**src/rtl/fetch_sequencer.sv**
```systemverilog
// Fetch sequencer: sequences the program counter through boot, normal run,
// debug halt and single-step, raising sticky flags for misaligned targets and stall timeouts.
`timescale 1ns/1ps

module fetch_sequencer #(
  parameter int unsigned BOOT_DELAY    = 4,
  parameter int unsigned STALL_TIMEOUT = 255
) (
  input  logic        Clk_Core,
  input  logic        Rst_Core_N,
  input  logic        Branch_Taken,
  input  logic        Jump,
  input  logic [31:0] Target_Addr,
  input  logic        Mem_Stall,
  input  logic        Ebreak,
  input  logic        Dbg_Halt_Req,
  input  logic        Dbg_Resume,
  input  logic        Dbg_Step,
  output logic        PC_Sel,
  output logic        Halt,
  output logic [31:0] Program_Count_Imm,
  output logic        Core_Halted,
  output logic        Misalign_Err,
  output logic        Timeout_Err
);

  typedef enum logic [1:0] {
    ST_BOOT   = 2'd0,
    ST_RUN    = 2'd1,
    ST_HALTED = 2'd2,
    ST_STEP   = 2'd3
  } state_e;

  localparam logic [7:0] BOOT_LAST   = 8'(BOOT_DELAY - 1);
  localparam logic [7:0] STALL_LIMIT = 8'(STALL_TIMEOUT);

  state_e     state_q, state_d;
  logic [7:0] boot_cnt_q, boot_cnt_d;
  logic [7:0] stall_cnt_q, stall_cnt_d;
  logic       misalign_q, misalign_d;
  logic       timeout_q, timeout_d;
  logic       halt, pc_sel;

  logic       redirect;
  logic       misaligned;
  logic [7:0] stall_sat;

  assign redirect   = Branch_Taken | Jump;
  assign misaligned = redirect & Target_Addr[1];
  assign stall_sat  = (stall_cnt_q == 8'hFF) ? 8'hFF : stall_cnt_q + 8'd1;

  // Bit 0 is always cleared so JALR targets land on a halfword boundary.
  assign Program_Count_Imm = Target_Addr & 32'hFFFF_FFFE;

  always_comb begin
    // NOTE: every signal written here gets a default first, so no path can infer a latch.
    state_d     = state_q;
    boot_cnt_d  = boot_cnt_q;
    stall_cnt_d = stall_cnt_q;
    misalign_d  = misalign_q;
    timeout_d   = timeout_q;
    halt        = 1'b1;
    pc_sel      = 1'b0;

    case (state_q)
      ST_BOOT: begin
        if (boot_cnt_q == BOOT_LAST) state_d = ST_RUN;
        else                         boot_cnt_d = boot_cnt_q + 8'd1;
      end

      ST_HALTED: begin
        if (Dbg_Resume) begin
          state_d     = ST_RUN;
          misalign_d  = 1'b0;
          timeout_d   = 1'b0;
          stall_cnt_d = 8'd0;
        end else if (Dbg_Step) begin
          state_d     = ST_STEP;
          stall_cnt_d = 8'd0;
        end
      end

      ST_RUN, ST_STEP: begin
        if (Mem_Stall) begin
          stall_cnt_d = stall_sat;
          if (stall_sat >= STALL_LIMIT) begin
            timeout_d = 1'b1;
            state_d   = ST_HALTED;
          end
        end else begin
          stall_cnt_d = 8'd0;
          // A step retires one instruction and always lands back in HALTED.
          if (state_q == ST_STEP) state_d = ST_HALTED;
          if (Dbg_Halt_Req && (state_q == ST_RUN)) begin
            state_d = ST_HALTED;
          end else if (misaligned) begin
            misalign_d = 1'b1;
            state_d    = ST_HALTED;
          end else if (Ebreak) begin
            state_d = ST_HALTED;
          end else begin
            halt   = 1'b0;
            pc_sel = redirect;
          end
        end
      end

      default: state_d = ST_BOOT;
    endcase
  end

  // NOTE: the asynchronous reset clears every state register; sequential state uses non-blocking assignments only.
  always_ff @(posedge Clk_Core or negedge Rst_Core_N) begin
    if (!Rst_Core_N) begin
      state_q     <= ST_BOOT;
      boot_cnt_q  <= 8'd0;
      stall_cnt_q <= 8'd0;
      misalign_q  <= 1'b0;
      timeout_q   <= 1'b0;
    end else begin
      state_q     <= state_d;
      boot_cnt_q  <= boot_cnt_d;
      stall_cnt_q <= stall_cnt_d;
      misalign_q  <= misalign_d;
      timeout_q   <= timeout_d;
    end
  end

  assign Halt         = halt;
  assign PC_Sel       = pc_sel;
  assign Core_Halted  = (state_q == ST_HALTED);
  assign Misalign_Err = misalign_q;
  assign Timeout_Err  = timeout_q;

endmodule
```
**config.mk**
```make
export PLATFORM = sky130hd
export DESIGN_NAME = fetch_sequencer
export DESIGN_NICKNAME = d
export VERILOG_FILES = /design/src/rtl/fetch_sequencer.sv
export SDC_FILE = /design/constraint.sdc
export NUM_CORES = 1
export LEC_CHECK = 0
export CAP_MARGIN = 20
export CORE_ASPECT_RATIO = 2
export CORE_MARGIN = 2
export CORE_UTILIZATION = 35
export DETAILED_ROUTE_END_ITERATION = 10
export PLACE_DENSITY = 0.75
export REMOVE_ABC_BUFFERS = 1
export SLEW_MARGIN = 30
export SYNTH_ARGS = -nofsm -noshare
export SYNTH_HDL_FRONTEND = slang
export SYNTH_SLANG_ARGS = --single-unit
```
**constraint.sdc**
```tcl
create_clock -name Clk_Core -period 3.2 [get_ports Clk_Core]
set_clock_uncertainty 0.05 [all_clocks]
set_input_delay 0.48 -clock Clk_Core [delete_from_list [all_inputs] [get_ports Clk_Core]]
set_output_delay 0.48 -clock Clk_Core [all_outputs]
set_load 0.01 [all_outputs]
```
==> impl_metrics.py, run 1 <==
metrics = {
    "run_status": {
        "outcome": "finished, final reports clean",
    },
    "layout": {
        "drive_above_1_share": 0.0846,
        "multi_input_area_um2": 572,
        "n_fill_cell": 377,
        "layout_commonest_cell": "dfrtp_1",
        "fin_util": 0.372,
        "final_cell_mix": "dfrtp_1 (20), clkdlybuf4s50_1 (14), o21ai_0 (10)",
        "diodes": 0,
        "syn_to_final_growth_pct": 1.21,
        "stdcell_area_mm2": 0.00136,
        "final_cells": 179,
        "final_nets": 174,
        "seqCellArea_um2": 500,
    },
    "run": {
        "maxCapViolations": 0,
    },
    "sta": {
        "min_period_ns": 2.73,
        "rsz0062_at_grt": "false",
        "fin_setup_tns_ns": 0,
        "finalHoldViolations": 0,
        "finalSetupViolCount": 0,
        "finalMaxSlewViolations": 0,
        "period_share": 0.854,
        "max_freq_mhz": 366,
        "setup_slack_ns": 0.466,
        "hold_ws_ns": 0.111,
    },
    "placement": {
        "io_buffers": 15,
        "hpwl_um": 2880,
        "dp_cells": 175,
        "routabilityCongestion": 0.766,
        "place_area_mm2": 0.00129,
        "place_ws_ns": 0.456,
    },
    "global_routing": {
        "grt_most_used_layer": "met2",
        "grt_overflow": 0,
        "globalRouteMet3Util": 0.117,
        "grt_pass1_wl_um": 5360,
        "antenna_found_initial": 0,
        "grt_use_met2": 0.243,
        "track_usage": 0.170,
        "grt_util_met1": 0.200,
        "grt_pass1_vias": 1035,
        "grt_max_degree": 21,
    },
    "synthesis": {
        "ys_seq_elements": 20,
        "synth_top_area_frac": 0.373,
        "synthDistinctLibCells": 40,
        "synth_top_cell_by_area": "dfrtp_1",
        "synth_cells": 147,
        "avgSynthCellArea_um2": 9.12,
        "yosysWarnings": 0,
        "ys_seq_area_frac": 0.373,
        "netlist_top_cells_area": "dfrtp_1 (37%), buf_4 (18%), o21ai_0 (3.7%)",
        "synth_area_mm2": 0.00134,
    },
    "worst_setup_path": {
        "crit_required_ns": 2.67,
        "r2r-start": "stall_cnt_q[0]",
        "cp-end-kind": "output pin",
        "criticalPathCategory": "in2out",
        "crit_start": "Jump",
        "cp.arrival_ns": 2.20,
        "start_kind": "input pin",
        "cp_max_fo": 3,
    },
    "floorplanning": {
        "coreArea_mm2": 0.00365,
        "die_y_um": 91.5,
        "rows": 31,
        "die_x_um": 47.8,
        "die_area_mm2": 0.00437,
        "initial_utilization": 0.368,
        "top_level_ports": 78,
    },
    "clock_network": {
        "cts-htree-levels": 1,
        "post_cts_resized": 0,
        "path_clk_slew_ns": 0.08,
        "cts_made_buffers": 3,
        "cts_num_sinks": 20,
        "postCtsSetupBuffers": 0,
        "clock_latency_ns": 0.26,
        "root_buffer": "clkbuf_8",
        "cts_tree": "done",
        "cts_buffer_depth": 2,
        "cts_hold_buf": 0,
    },
    "power": {
        "p_per_area_mw_per_mm2": 751,
        "power_mw": 1.02,
        "power.leakage_nw": 0.574,
        "ir_worst_vdd_mv": 0.506,
    },
    "drt": {
        "drc": 0,
        "drtPass1Iterations": 4,
        "via_count": 1020,
        "postRouteAntennaNets": 0,
        "routedWlPerCell_um": 19.9,
        "drtIter0Drc": 23,
        "vias_per_cell": 5.70,
        "routed_wl_um": 3570,
    },
    "worst_hold_path": {
        "min_path_type": "in2async",
    },
}
[synthesized netlist by cell type]
master,count
buf_4,33
dfrtp_1,20
o21ai_0,10
nand2_1,9
nor2_1,8
a21oi_1,6
nand3_1,6
nor2b_1,5
xnor2_1,5
o21a_1,3
a21o_1,2
a22o_1,2
a31oi_1,2
and3_1,2
buf_2,2
ha_1,2
inv_1,2
nand2b_1,2
nand4_1,2
nor3_1,2
o31ai_1,2
xor2_1,2
a221oi_1,1
a2bb2oi_1,1
a311oi_2,1
a31o_2,1
and2_1,1
and2b_1,1
and4_1,1
and4_2,1
and4bb_2,1
clkbuf_1,1
conb_1,1
maj3_1,1
mux2_2,1
nor4_1,1
o22a_1,1
o2bb2a_1,1
or2_2,1
or2b_1,1
[final timing paths]
check,end,slack [ns],cells after the start
worst max-delay path,PC_Sel,0.47,6
worst min-delay path,stall_cnt_q[7],0.11,1
worst max register to register,state_q[0],1.32,5
worst min register to register,Timeout_Err,0.45,2
max in group asynchronous,state_q[0],2.67,1
min in group Clk_Core,Timeout_Err,0.45,2
[registers in the layout, indices dropped and copies added (netlist names)]
signal        cells
Timeout_Err       1
state_q           2
stall_cnt_q       8
boot_cnt_q        8
Misalign_Err      1
[cells by family (layout without fill, tap and decap cells)]
family / after synthesis / after routing / share of synthesized area
muxes: 1 / 1 / 0.00839
AOI/OAI and AO/OA: 33 / 33 / 0.166
xor gates and xnor gates: 7 / 7 / 0.0457
and+or+nand+nor: 44 / 44 / 0.177
other: 1 / 1 / 0.00280
adders and majority gates: 3 / 3 / 0.0261
buffers and inverters: 38 / 21 / 0.201
DFF: 20 / 20 / 0.373
[metal layers]
layer	vias to the layer above	wire length, um
met2	65	1720
li1	445	-
met3	10	535
met4	0	60
met1	500	1250
met5	-	0
[critical path, cell delays in order]
cell and delay [ns]:
clkdlybuf4s50_1 0.43, o21a_1 0.21, nor3_1 0.33, nand2_1 0.11, nor2_1 0.10, clkdlybuf4s50_1 0.54
[layout make-up]
type / instances / area share
Clock buffer: 3 / 0.0304
Clock inverter: 1 / 0.0221
Inverter: 2 / 0.00553
Multi-Input combinational cell: 89 / 0.421
Sequential cell: 20 / 0.369
Tap cell: 49 / 0.0452
Timing Repair Buffer: 15 / 0.107
[power by group]
group | switching, mW | leakage (nW) | internal [mW]
sequential | 0.0993 | 0.261 | 0.322
clock | 0.0872 | 0.0357 | 0.167
combinational | 0.171 | 0.277 | 0.173
Note: power is estimated with default switching activity, not from simulation.
==> inputs of run 2 (changes only) <==
ABC_AREA = 1   (was unset)
CORE_UTILIZATION = 30   (was 35)
MAX_ROUTING_LAYER = met4   (was unset)
PLACE_DENSITY = unset   (was 0.75)
==> run 2 against run 1 <==
Effect of this change:
- clock power down 24%
- global-route usage down 1.2 points
- via count up 6.5%
- wire length up 3.8%
- cell area up 5.6%
- maximum frequency up 7.9%
- sequential power down 22%
- first-iteration DRC count down 22%
- sequential cell count unchanged
- critical path type unchanged
- critical endpoint unchanged
==> impl_metrics.py, run 2 <==
metrics = {
    "layout": {
        "diodes": 0,
        "drive_above_1_share": 0.0867,
        "final_nets": 217,
        "syn_to_final_growth_pct": 1.15,
        "final_cell_mix": "nand2_1 (35), dfrtp_1 (20), nor2_1 (20)",
        "layout_commonest_cell": "nand2_1",
        "top_regs": "boot_cnt_q x8, stall_cnt_q x8, state_q x2",
    },
    "worst_setup_path": {
        "cp_max_fo": 3,
        "criticalPathCategory": "in2out",
        "crit_required_ns": 2.67,
        "cp-end-kind": "output pin",
        "start_kind": "input pin",
        "cp.arrival_ns": 2.00,
    },
    "synthesis": {
        "synthDistinctLibCells": 26,
        "ys_seq_area_frac": 0.353,
        "synth_top_cell_by_area": "dfrtp_1",
        "synthFlopType": "dfrtp_1",
        "netlist_top_cells_area": "dfrtp_1 (35%), buf_4 (17%), nand2_1 (9.3%)",
        "yosysWarnings": 0,
        "synth_area_mm2": 0.00142,
        "synth_top_area_frac": 0.353,
        "synth_cells": 188,
        "avgSynthCellArea_um2": 7.54,
        "synth_commonest_cells": "nand2_1 (35), buf_4 (33), dfrtp_1 (20), nor2_1 (20), inv_1 (19)",
        "synth_edf_count": 0,
        "ys_seq_elements": 20,
        "async_flop_share": 1.00,
        "yosysMostFrequentCell": "nand2_1",
    },
    "drt": {
        "drtPass1Iterations": 5,
        "drc": 0,
        "via_count": 1086,
        "drtIter0Drc": 18,
        "postRouteAntennaNets": 0,
        "routed_wl_um": 3710,
        "vias_per_cell": 4.76,
        "routedWlPerCell_um": 16.3,
    },
    "clock_network": {
        "postCtsSetupBuffers": 0,
        "cts-htree-levels": 1,
        "cts_buffer_depth": 2,
        "cts_made_buffers": 3,
        "path_clk_slew_ns": 0.07,
        "root_buffer": "clkbuf_8",
        "clock_latency_ns": 0.26,
        "cts_tree": "done",
        "post_cts_resized": 0,
        "cts_num_sinks": 20,
        "cts_hold_buf": 0,
    },
    "sta": {
        "period_share": 0.792,
        "rsz0062_at_grt": "false",
        "finalHoldViolations": 0,
        "min_period_ns": 2.53,
        "setup_slack_ns": 0.667,
        "finalSetupViolCount": 0,
        "finalMaxSlewViolations": 0,
        "fin_setup_tns_ns": 0,
        "max_freq_mhz": 395,
    },
    "power": {
        "ir_worst_vdd_mv": 0.314,
        "p_per_area_mw_per_mm2": 526,
        "power.leakage_nw": 0.675,
    },
    "placement": {
        "hpwl_um": 3020,
        "io_buffers": 15,
        "place_ws_ns": 0.661,
        "routabilityCongestion": 0.742,
    },
    "floorplanning": {
        "die_x_um": 52.6,
        "die_y_um": 101,
        "die_area_mm2": 0.00532,
        "coreArea_mm2": 0.00460,
        "top_level_ports": 78,
        "initial_utilization": 0.308,
        "rows": 35,
    },
    "global_routing": {
        "grt_max_degree": 21,
        "track_usage": 0.158,
        "grt_overflow": 0,
        "antenna_found_initial": 0,
        "grt_pass1_vias": 1139,
        "grt_pass1_wl_um": 5800,
    },
    "run_status": {
        "outcome": "finished, final reports clean",
    },
    "worst_hold_path": {
        "min_path_type": "in2async",
    },
    "run": {
        "maxCapViolations": 0,
    },
}
-- run 2: worst paths after layout --
check / startpoint / end / slack, ns / cells after the start
setup / recovery: Jump / PC_Sel / 0.67 / 6
hold reg to reg: boot_cnt_q[7] / boot_cnt_q[7] / 0.42 / 1
setup reg to reg: stall_cnt_q[0] / state_q[1] / 1.39 / 12
hold / removal: Rst_Core_N / stall_cnt_q[3] / 0.12 / 1
min in group Clk_Core: boot_cnt_q[7] / boot_cnt_q[7] / 0.42 / 1
max in group asynchronous: Rst_Core_N / stall_cnt_q[0] / 2.66 / 1
-- run 2: metrics by stage --
| step | total power, mW | cell area [um^2] | std cells | utilization | hold WS (ns) |
|---|---|---|---|---|---|
| after floorplan | 0.472 | 1160 | 154 | - | 0.134 |
| after global placement | 0.567 | 1380 | 224 | 0.301 | 0.413 |
| after detailed placement | 0.569 | 1380 | 224 | 0.301 | 0.424 |
| after CTS | 0.766 | 1440 | 228 | 0.313 | 0.437 |
| after global routing | 0.817 | 1430 | 228 | 0.312 | 0.145 |
| final | 0.755 | 1430 | 228 | 0.312 | 0.119 |
-- run 2: where the power goes --
part / internal [mW] / switching [mW]
clock: 0.110 / 0.0832
sequential: 0.286 / 0.0410
combinational: 0.0945 / 0.140
-- run 2: logic make-up after synthesis --
kind of cell	share of synthesized area
AO/OA/AOI/OAI	0.0556
XOR/XNOR	0.0494
adder cells (fa/ha/maj)	0.0176
buffers and inverters	0.231
flip-flops	0.353
multiplexers	0.00794
other	0.00265
AND/OR/NAND/NOR	0.282
-- run 2: final cells by class --
type                            count  area, um^2
Timing Repair Buffer               15         145
Clock buffer                        4        55.1
Tap cell                           55        68.8
Multi-Input combinational cell    114         589
Fill cell                         506        3160
Inverter                           20        75.1
Sequential cell                    20         500
-- run 2: worst max-delay path, cell delays in order --
cell	delay (ns)
clkdlybuf4s50_1	0.42
o21a_1	0.20
nor2_1	0.13
nand3_1	0.11
nor2_1	0.10
clkdlybuf4s50_1	0.55
-- run 2: routing by layer --
layer	wire, um	global-route usage
met3	508	0.109
met2	1810	0.235
met1	1330	0.162
met4	59	0.0592
met5	0	-
